==> config.mk <==
export PLATFORM = sky130hd
export DESIGN_NAME = fifo
export DESIGN_NICKNAME = d
export VERILOG_FILES = /design/src/rtl/fifo.sv
export SDC_FILE = /design/constraint.sdc
export NUM_CORES = 1
export LEC_CHECK = 0
export ABC_AREA = 0
export BUFFER_PORTS_ARGS = -buffer_cell sky130_fd_sc_hd__clkbuf_2
export CAP_MARGIN = 10
export CORE_ASPECT_RATIO = 0.75
export CORE_UTILIZATION = 35
export CTS_BUF_LIST = sky130_fd_sc_hd__clkbuf_8 sky130_fd_sc_hd__clkbuf_16
export CTS_CLUSTER_SIZE = 30
export DETAILED_ROUTE_END_ITERATION = 10
export GPL_TIMING_DRIVEN = 0
export SYNTH_ARGS = -nofsm -noshare
export SYNTH_HDL_FRONTEND = slang
export SYNTH_SLANG_ARGS = --single-unit
==> constraint.sdc <==
create_clock -name clk -period 3.3 [get_ports clk]
set_input_delay 0.33 -clock clk [delete_from_list [all_inputs] [get_ports clk]]
set_output_delay 0.33 -clock clk [all_outputs]
set_load 0.1 [all_outputs]
==> src/rtl/fifo.sv <==
// Synchronous single-clock FIFO with a register-array store, wrap-bit pointers,
// a registered read port and an asynchronous active-low reset.
module fifo #(
   parameter int DATAWIDTH = 8,
   parameter int DEPTH     = 4
) (
   input  logic                 clk,
   input  logic                 resetn,
   input  logic [DATAWIDTH-1:0] wr_data,
   input  logic                 wr_en,
   input  logic                 rd_en,
   output logic [DATAWIDTH-1:0] rd_data,
   output logic                 full,
   output logic                 empty
);

   localparam int AW = $clog2(DEPTH);
   localparam logic [AW:0] PTR_ONE = 1;

   if ((DEPTH < 2) || ((DEPTH & (DEPTH - 1)) != 0)) begin : g_bad_depth
      $error("fifo: DEPTH must be a power of two and at least 2");
   end

   logic [AW:0]          wr_ptr_q, wr_ptr_d;
   logic [AW:0]          rd_ptr_q, rd_ptr_d;
   logic [DATAWIDTH-1:0] rd_data_q, rd_data_d;
   logic [DATAWIDTH-1:0] mem_q [DEPTH];
   logic                 wr_accept;
   logic                 rd_accept;

   // Same index with differing wrap bits means the writer is a full lap ahead.
   assign empty = (wr_ptr_q == rd_ptr_q);
   assign full  = (wr_ptr_q[AW-1:0] == rd_ptr_q[AW-1:0]) && (wr_ptr_q[AW] != rd_ptr_q[AW]);

   assign wr_accept = wr_en && !full;
   assign rd_accept = rd_en && !empty;

   always_comb begin
      wr_ptr_d  = wr_ptr_q;
      rd_ptr_d  = rd_ptr_q;
      rd_data_d = rd_data_q;
      if (wr_accept) begin
         wr_ptr_d = wr_ptr_q + PTR_ONE;
      end
      if (rd_accept) begin
         rd_ptr_d  = rd_ptr_q + PTR_ONE;
         rd_data_d = mem_q[rd_ptr_q[AW-1:0]];
      end
   end

   always_ff @(posedge clk or negedge resetn) begin
      if (!resetn) begin
         wr_ptr_q  <= '0;
         rd_ptr_q  <= '0;
         rd_data_q <= '0;
      end else begin
         wr_ptr_q  <= wr_ptr_d;
         rd_ptr_q  <= rd_ptr_d;
         rd_data_q <= rd_data_d;
      end
   end

   // Storage is deliberately left out of reset; stale words are never readable.
   always_ff @(posedge clk) begin
      if (wr_accept) begin
         mem_q[wr_ptr_q[AW-1:0]] <= wr_data;
      end
   end

   assign rd_data = rd_data_q;

endmodule

==> out/qor.csv, run 1 <==
metric;value;unit
final_cell_mix;32 x edfxtp_1, 21 x clkbuf_2, 14 x dfrtp_1;
initial_utilization;36.3;%
dr.max_layer_used;met4;
yosys.area.top_type;edfxtp_1;
rsz0062_at_grt;false;
nFillCells;501;
viasPerCell;4.47;
cts_tree;yes;
worstSetupPathType;flop to primary output;
wl_met1;1.41;mm
synthesis.nets;113;
worst_path_max_delay_cell;clkbuf_2;
first_pass_iters;4;
synth.area.top_cells;edfxtp_1 49%, dfrtp_1 18%, mux4_1 11%;
wl_met2;1.57;mm
die_y;66.5;um
place_congestion;0.651;
drt-initial-drc-count;29;
hold_viol;0;
grt.total_usage;12.4;%
die_width;88.0;um
clk_pin_slew;80;ps
worstPathArrival;1860;ps
timing.fmax;457;MHz
required;2970;ps
clock_skew;3.79;ps
wl;3.13;mm
cp-start-kind;flop;
pin_count;22;
yosysWarnings;0;
hold_class;primary input to flop;
drive_gt1_share;34.1;%
grt_pass1_vias;970;
clock_latency;290;ps
period_share;66.3;%
yosysTopAreaCellShare;49.5;%
layout.nets;142;
end_kind;primary output;
drv_slew;0;
wl_per_cell;15.6;um
clockBufferDepth;2;
path_max_fanout;10;
h-tree-depth;2;
avgSynthCellArea;20.2;um^2
setup_tns;0;ps
period_minus_slack;2190;ps
cts_setup_buffers;0;
synth_area;1940;um^2
ys_seq_area_share;67.5;%
yosysUniqueCellTypes;19;
overflow;0;
diodes;0;
status;finished, final reports clean;
post-route-drc-count;0;
final_common_cell;edfxtp_1;
dieArea;5860;um^2
max_stage_delay;460;ps
routed-wl-met3;125;um
antenna_found_initial;0;
area_growth_syn_to_layout;15.1;%
vias;899;
reg2reg_depth;3;
slew_headroom;21.2;%
grt_pass1_wl;4.88;mm
portBuffers;21;
netlist_instances;96;
cts_resized;0;
grt_max_degree;15;
cts_root_buffer;clkbuf_8;
synth.ff_latch_count;46;
numCtsBuffers;5;
worst_pin_slew;1180;ps
path_cells;buf_4, xnor2_2, nand2_1, nor2_1, clkbuf_2;
drv_cap;0;
num_rows;23;
finalSetupViolCount;0;
hpwl;2.07;mm
cts.sinks;46;
whs_path_depth;1;
core_area;5350;um^2
final_antenna_net_count;0;
==> synth_stat cells, drive strengths merged <==
master,n
nor2,2
and2,3
nand2,3
inv,4
buf,3
mux2,10
dfrtp,14
a31o,1
xnor2,5
xor2,3
edfxtp,32
a31oi,3
ha,5
mux4,8
==> routing by layer <==
metal  GRT usage [%]  vias to the layer above
met5               0                        -
met4            5.04                        0
met3            5.08                        2
met2            20.6                       20
met1            14.4                      450
li1                -                      427
==> cell families (layout without fill, tap and decap cells) <==
kind of cell	after synthesis	count (layout)	synth area share, %
compound gates	4	4	1.74
xor+xnor	8	8	4.96
simple gates	8	8	1.93
mux	18	18	18.4
fa+ha+maj	5	5	3.22
flops	46	46	67.5
buf+inv	7	37	2.32
==> final timing paths <==
| kind | start | endpoint | slack, ps |
|---|---|---|---|
| setup / recovery | rd_ptr_q[1] | full | 1110 |
| hold / removal | wr_data[5] | mem_q[3][5] | 250 |
| setup reg to reg | rd_ptr_q[0] | mem_q[3][1] | 1230 |
| hold reg to reg | rd_data[4] | rd_data[4] | 520 |
| max in group asynchronous | resetn | rd_data[7] | 2540 |
| min in group asynchronous | resetn | rd_data[6] | 490 |
==> through the flow <==
stage	util, %	instances	hold WS [ps]	instance area (um^2)	worst slack [ps]
final	41.8	201	252	2240	1110
after global placement	40.0	192	266	2140	1210
after CTS	41.8	201	240	2240	1100
after floorplan	-	96	34.4	1940	848
after detailed placement	40.0	192	275	2140	1160
after global routing	41.8	201	232	2240	956
==> layout make-up <==
cell class / count / area [um^2] / share of cell area, %
Tap cell: 75 / 93.8 / 4.20
Inverter: 4 / 15.0 / 0.672
Buffer: 3 / 30.0 / 1.34
Timing Repair Buffer: 22 / 115 / 5.15
Sequential cell: 46 / 1310 / 58.6
Clock inverter: 3 / 15.0 / 0.672
Multi-Input combinational cell: 43 / 587 / 26.2
Clock buffer: 5 / 68.8 / 3.08
==> worst max-delay path, delay by kind of cell, from the launching register on <==
kind | cells | cell delay (ps)
xor gates and xnor gates | 1 | 290
buffers and inverters | 2 | 660
DFF | 1 | 400
and+or+nand+nor | 2 | 210
==> repair_timing <==
item / in CTS / in global routing
endpoints found under the hold margin: 14 / 0
setup endpoints to repair: 0 / 0
hold buffers: 1 / 0
==> sequential cells by signal, summed over array words and instances, names as in the netlist <==
signal / flops
wr_ptr_q: 3
mem_q: 32
rd_data: 8
rd_ptr_q: 3
Power of run 1 is not shown: default switching activity piles up to over one toggle a cycle in this logic, so the estimate is an artifact.
==> inputs of run 2 (changes only) <==
- clock period: 3.3 -> 2.1 ns (I/O delays scaled with it)
==> run 2 against run 1 <==
  * Design area increased by 0.50%
  * Routed wire length rose by 0.70%
  * Global-route usage unchanged
  * Core utilization is 0.21 points higher
  * Sequential share of layout area fell by 0.29 points
  * Clock skew increased by 0.71 ps
  * Die area unchanged
  * Non-clock buffer count unchanged
  * Final cell count did not move
  * Hold slack got worse by 120 ps
  * Critical endpoint is now mem_q[0][7]
  * Highest routed layer unchanged
==> out/qor.csv, run 2 (synthesis results as in run 1) <==
metric;value;unit
status;finished, final reports clean;
drv_cap;0;
path_buf_inv;1;
worstSetupPathType;flop to flop;
worst_pin_slew;683;ps
grt_pass1_vias;970;
num_rows;23;
cts.sinks;46;
clockBufferDepth;2;
grt_max_degree;15;
path_cells;buf_4, xnor2_2, a31oi_2, and2_1;
dieArea;5860;um^2
slew_headroom;54.3;%
numCtsBuffers;5;
final_common_cell;edfxtp_1;
wl;3.15;mm
regToRegEndpoint;mem_q[0][7];
placed_area;2140;um^2
hold_class;primary input to flop;
finalSetupViolCount;0;
diodes;0;
vias;913;
portBuffers;21;
final_antenna_net_count;0;
viasPerCell;4.54;
first_pass_iters;3;
critical_path.top_delay_family;simple AND/OR/NAND/NOR gates;
period_share;94.7;%
required;2040;ps
period_minus_slack;1990;ps
initial_utilization;36.3;%
die_width;88.0;um
worst_path_max_delay_cell;and2_1;
die_y;66.5;um
cp-start-kind;flop;
layout.nets;142;
post-route-drc-count;0;
fin_area;2250;um^2
reg2reg_depth;4;
endpoint;mem_q[0][7];
path_max_fanout;10;
end_kind;flop;
overflow;0;
timing.final.ws_setup;112;ps
timing.fmax;503;MHz
grt.total_usage;12.4;%
largest_register_ffs;32;
worst-path-stages;4;
final_cell_mix;32 x edfxtp_1, 19 x clkbuf_2, 14 x dfrtp_1;
clock_latency;300;ps
drv_slew;0;
pin_count;22;
h-tree-depth;2;
drive_gt1_share;34.9;%
antenna_found_initial;0;
rsz0062_at_grt;false;
hpwl;2.07;mm
clock_skew;4.50;ps
clk_pin_slew;90;ps
area_growth_syn_to_layout;15.6;%
drt-initial-drc-count;35;
max_stage_delay;490;ps
worstPathArrival;1930;ps
r2r_slack;110;ps
cts_setup_buffers;0;
cts_tree;yes;
place_ws;-37.9;ps
wl_per_cell;15.7;um
worstSetupStartpoint;rd_ptr_q[1];
hold_viol;0;
r2r_start;rd_ptr_q[1];
core_area;5350;um^2
grt_pass1_wl;4.88;mm
place_congestion;0.651;
cts_root_buffer;clkbuf_8;
## run 2: worst min-delay path by stage
stage	depth (start not counted)	start	to
after global routing	1	wr_data[5]	mem_q[2][5]
after global placement	1	resetn	rd_ptr_q[2]
after CTS	1	wr_data[5]	mem_q[2][5]
after detailed placement	1	resetn	rd_ptr_q[2]
final	1	wr_data[5]	mem_q[3][5]
after floorplan	0	resetn	rd_data[0]
## run 2: per-stage QoR
step / setup TNS (ps) / hold slack (ps) / util, % / cells
after floorplan: -465 / -85.6 / - / 96
after global routing: 0 / 112 / 42.0 / 201
after detailed placement: -299 / 155 / 40.0 / 192
after global placement: 0 / 146 / 40.0 / 192
after CTS: 0 / 120 / 42.0 / 201
final: 0 / 129 / 42.0 / 201
## run 2: final cells by class
class	instances	area, um^2
well taps	75	93.8
clock inverters	3	15.0
flip-flops and latches	46	1310
fillers	501	3110
inverters	4	15.0
plain buffers	3	30.0
clock buffers	5	68.8
repair buffers	22	120
multi-input cells	43	593
## run 2: repair_timing
item / CTS / global route
resized for setup: 3 / 1
endpoints found under the setup margin: 8 / 1
hold buffers: 1 / 0
endpoints found under the hold margin: 14 / 0
pin swaps: 0 / 0
## run 2: worst reg2reg max path, delay by kind of cell (launching register included)
| family | cells | cell delay [ps] |
|---|---|---|
| buffers and inverters | 1 | 200 |
| AND/OR/NAND/NOR | 1 | 490 |
| XOR/XNOR | 1 | 200 |
| AO/OA/AOI/OAI | 1 | 340 |
| flip-flops | 1 | 400 |
## run 2: layer usage
layer  vias up  wire, um  GRT usage, %
met3         4       129          5.08
met5         -         0             0
met2        19      1570          20.6
li1        426         -             -
met1       464      1410          14.4
met4         0        38          5.04
Power of run 2 is left out for the same reason.
==> inputs of run 3 (changes only) <==
- CORE_UTILIZATION: 35 -> 41
- CTS_CLUSTER_DIAMETER: not set -> 100
- PLACE_DENSITY: not set -> 0.59
==> run 3 against run 2 <==
  * Largest cell class unchanged
  * Global-route usage is 2.3 points higher
  * Final cell count is 8.5% lower
  * Hold slack worse by 3.8 ps
  * Highest routed layer unchanged
  * Via count is 0.99% lower
  * Maximum frequency hardly changed
  * Count of clock-buffer cells in the layout stayed put
  * First-iteration DRC count is 54% higher
==> out/qor.csv, run 3 (synthesis results as in run 1) <==
metric;value;unit
portBuffers;21;
place_ws;123;ps
viasPerCell;4.91;
clockBufferDepth;2;
vias;904;
area_growth_syn_to_layout;14.5;%
period_minus_slack;1990;ps
required;1890;ps
finalSetupViolCount;0;
grt.total_usage;14.7;%
diodes;0;
first_pass_iters;4;
period_share;94.6;%
timing.final.ws_setup;113;ps
worstSetupPathType;flop to primary output;
rsz0062_at_grt;false;
drv_cap;0;
antenna_found_initial;0;
clk_pin_slew;80;ps
numCtsBuffers;5;
final_common_cell;edfxtp_1;
dr.max_layer_used;met4;
cp-start-kind;flop;
layout.nets;143;
cts.sinks;46;
clock_skew;9.25;ps
slew_headroom;54.0;%
worst_pin_slew;687;ps
hpwl;2.02;mm
worstPathArrival;1780;ps
whs_path_depth;1;
clock_latency;300;ps
hold_class;primary input to flop;
largest_register_ffs;32;
wl_met2;1.45;mm
status;finished, final reports clean;
reg2reg_depth;4;
drt-initial-drc-count;54;
die_width;81.5;um
routed-wl-met3;121;um
multi_input_area;587;um^2
final_cell_mix;32 x edfxtp_1, 19 x clkbuf_2, 14 x dfrtp_1;
core_area;4490;um^2
num_rows;21;
path_max_fanout;10;
h-tree-depth;2;
initial_utilization;43.2;%
dieArea;5020;um^2
drv_slew;0;
grt_max_degree;15;
register_area;1310;um^2
grt_pass1_vias;932;
cts_root_buffer;clkbuf_8;
overflow;0;
drive_gt1_share;35.4;%
nFillCells;388;
cts_tree;yes;
final_antenna_net_count;0;
pin_count;22;
wl_met1;1.47;mm
grt_pass1_wl;4.80;mm
place_congestion;0.707;
end_kind;primary output;
die_y;61.6;um
post-route-drc-count;0;
wl;3.09;mm
wl_per_cell;16.8;um
timing.fmax;503;MHz
cts_setup_buffers;0;
hold_viol;0;
==> run 3: changes by cell type in the layout (fill, tap and decap cells not counted) <==
cell,before,now
clkinvlp_4,1,0
a31oi_1,1,2
inv_1,6,5
a31oi_2,2,1
clkbuf_4,1,2
clkinv_2,0,2
==> run 3: final timing paths <==
check / start / endpoint / slack, ps
setup / recovery: rd_ptr_q[1] / full / 110
hold / removal: wr_data[4] / mem_q[2][4] / 120
setup reg to reg: rd_ptr_q[1] / mem_q[2][5] / 140
hold reg to reg: rd_data[7] / rd_data[7] / 520
max in group asynchronous: resetn / wr_ptr_q[1] / 1460
min in group asynchronous: resetn / rd_ptr_q[2] / 360
==> run 3: cell type report <==
type | count | area share, %
buffer | 3 | 1.35
clock buffer | 5 | 3.09
clock inverter | 3 | 0.619
inverter | 4 | 0.675
multi-input combinational | 43 | 26.4
sequential | 46 | 58.9
tap | 57 | 3.21
timing repair buffer | 23 | 5.74
==> run 3: worst max-delay path: stages, from the launching register on <==
cell,delay [ps]
dfrtp_1,400
buf_4,190
xnor2_2,310
nand2_1,120
nor2_1,120
clkbuf_4,340
==> run 3: per-stage QoR <==
stage / setup TNS (ps) / cell area, um^2 / cells / hold WS (ps) / util (%)
floorplan: -465 / 1940 / 96 / -85.6 / -
global route: 0 / 2220 / 184 / 118 / 49.5
global placement: -749 / 2120 / 174 / 140 / 47.2
finish: 0 / 2220 / 184 / 125 / 49.5
CTS: 0 / 2220 / 184 / 116 / 49.5
detailed placement: 0 / 2130 / 175 / 148 / 47.3
==> run 3: timing repair <==
item / 4_1_cts / 5_1_grt
hold endpoints to repair: 14 / 0
endpoints found under the setup margin: 2 / 0
gates resized for setup: 2 / 0
hold buffers: 1 / 0
==> run 3: routing by layer <==
layer | global-route usage, % | vias up
met3 | 4.44 | 5
li1 | - | 426
met4 | 7.65 | 0
met1 | 18.6 | 454
met5 | 0 | -
met2 | 23.3 | 19
Power of run 3 is left out for the same reason.
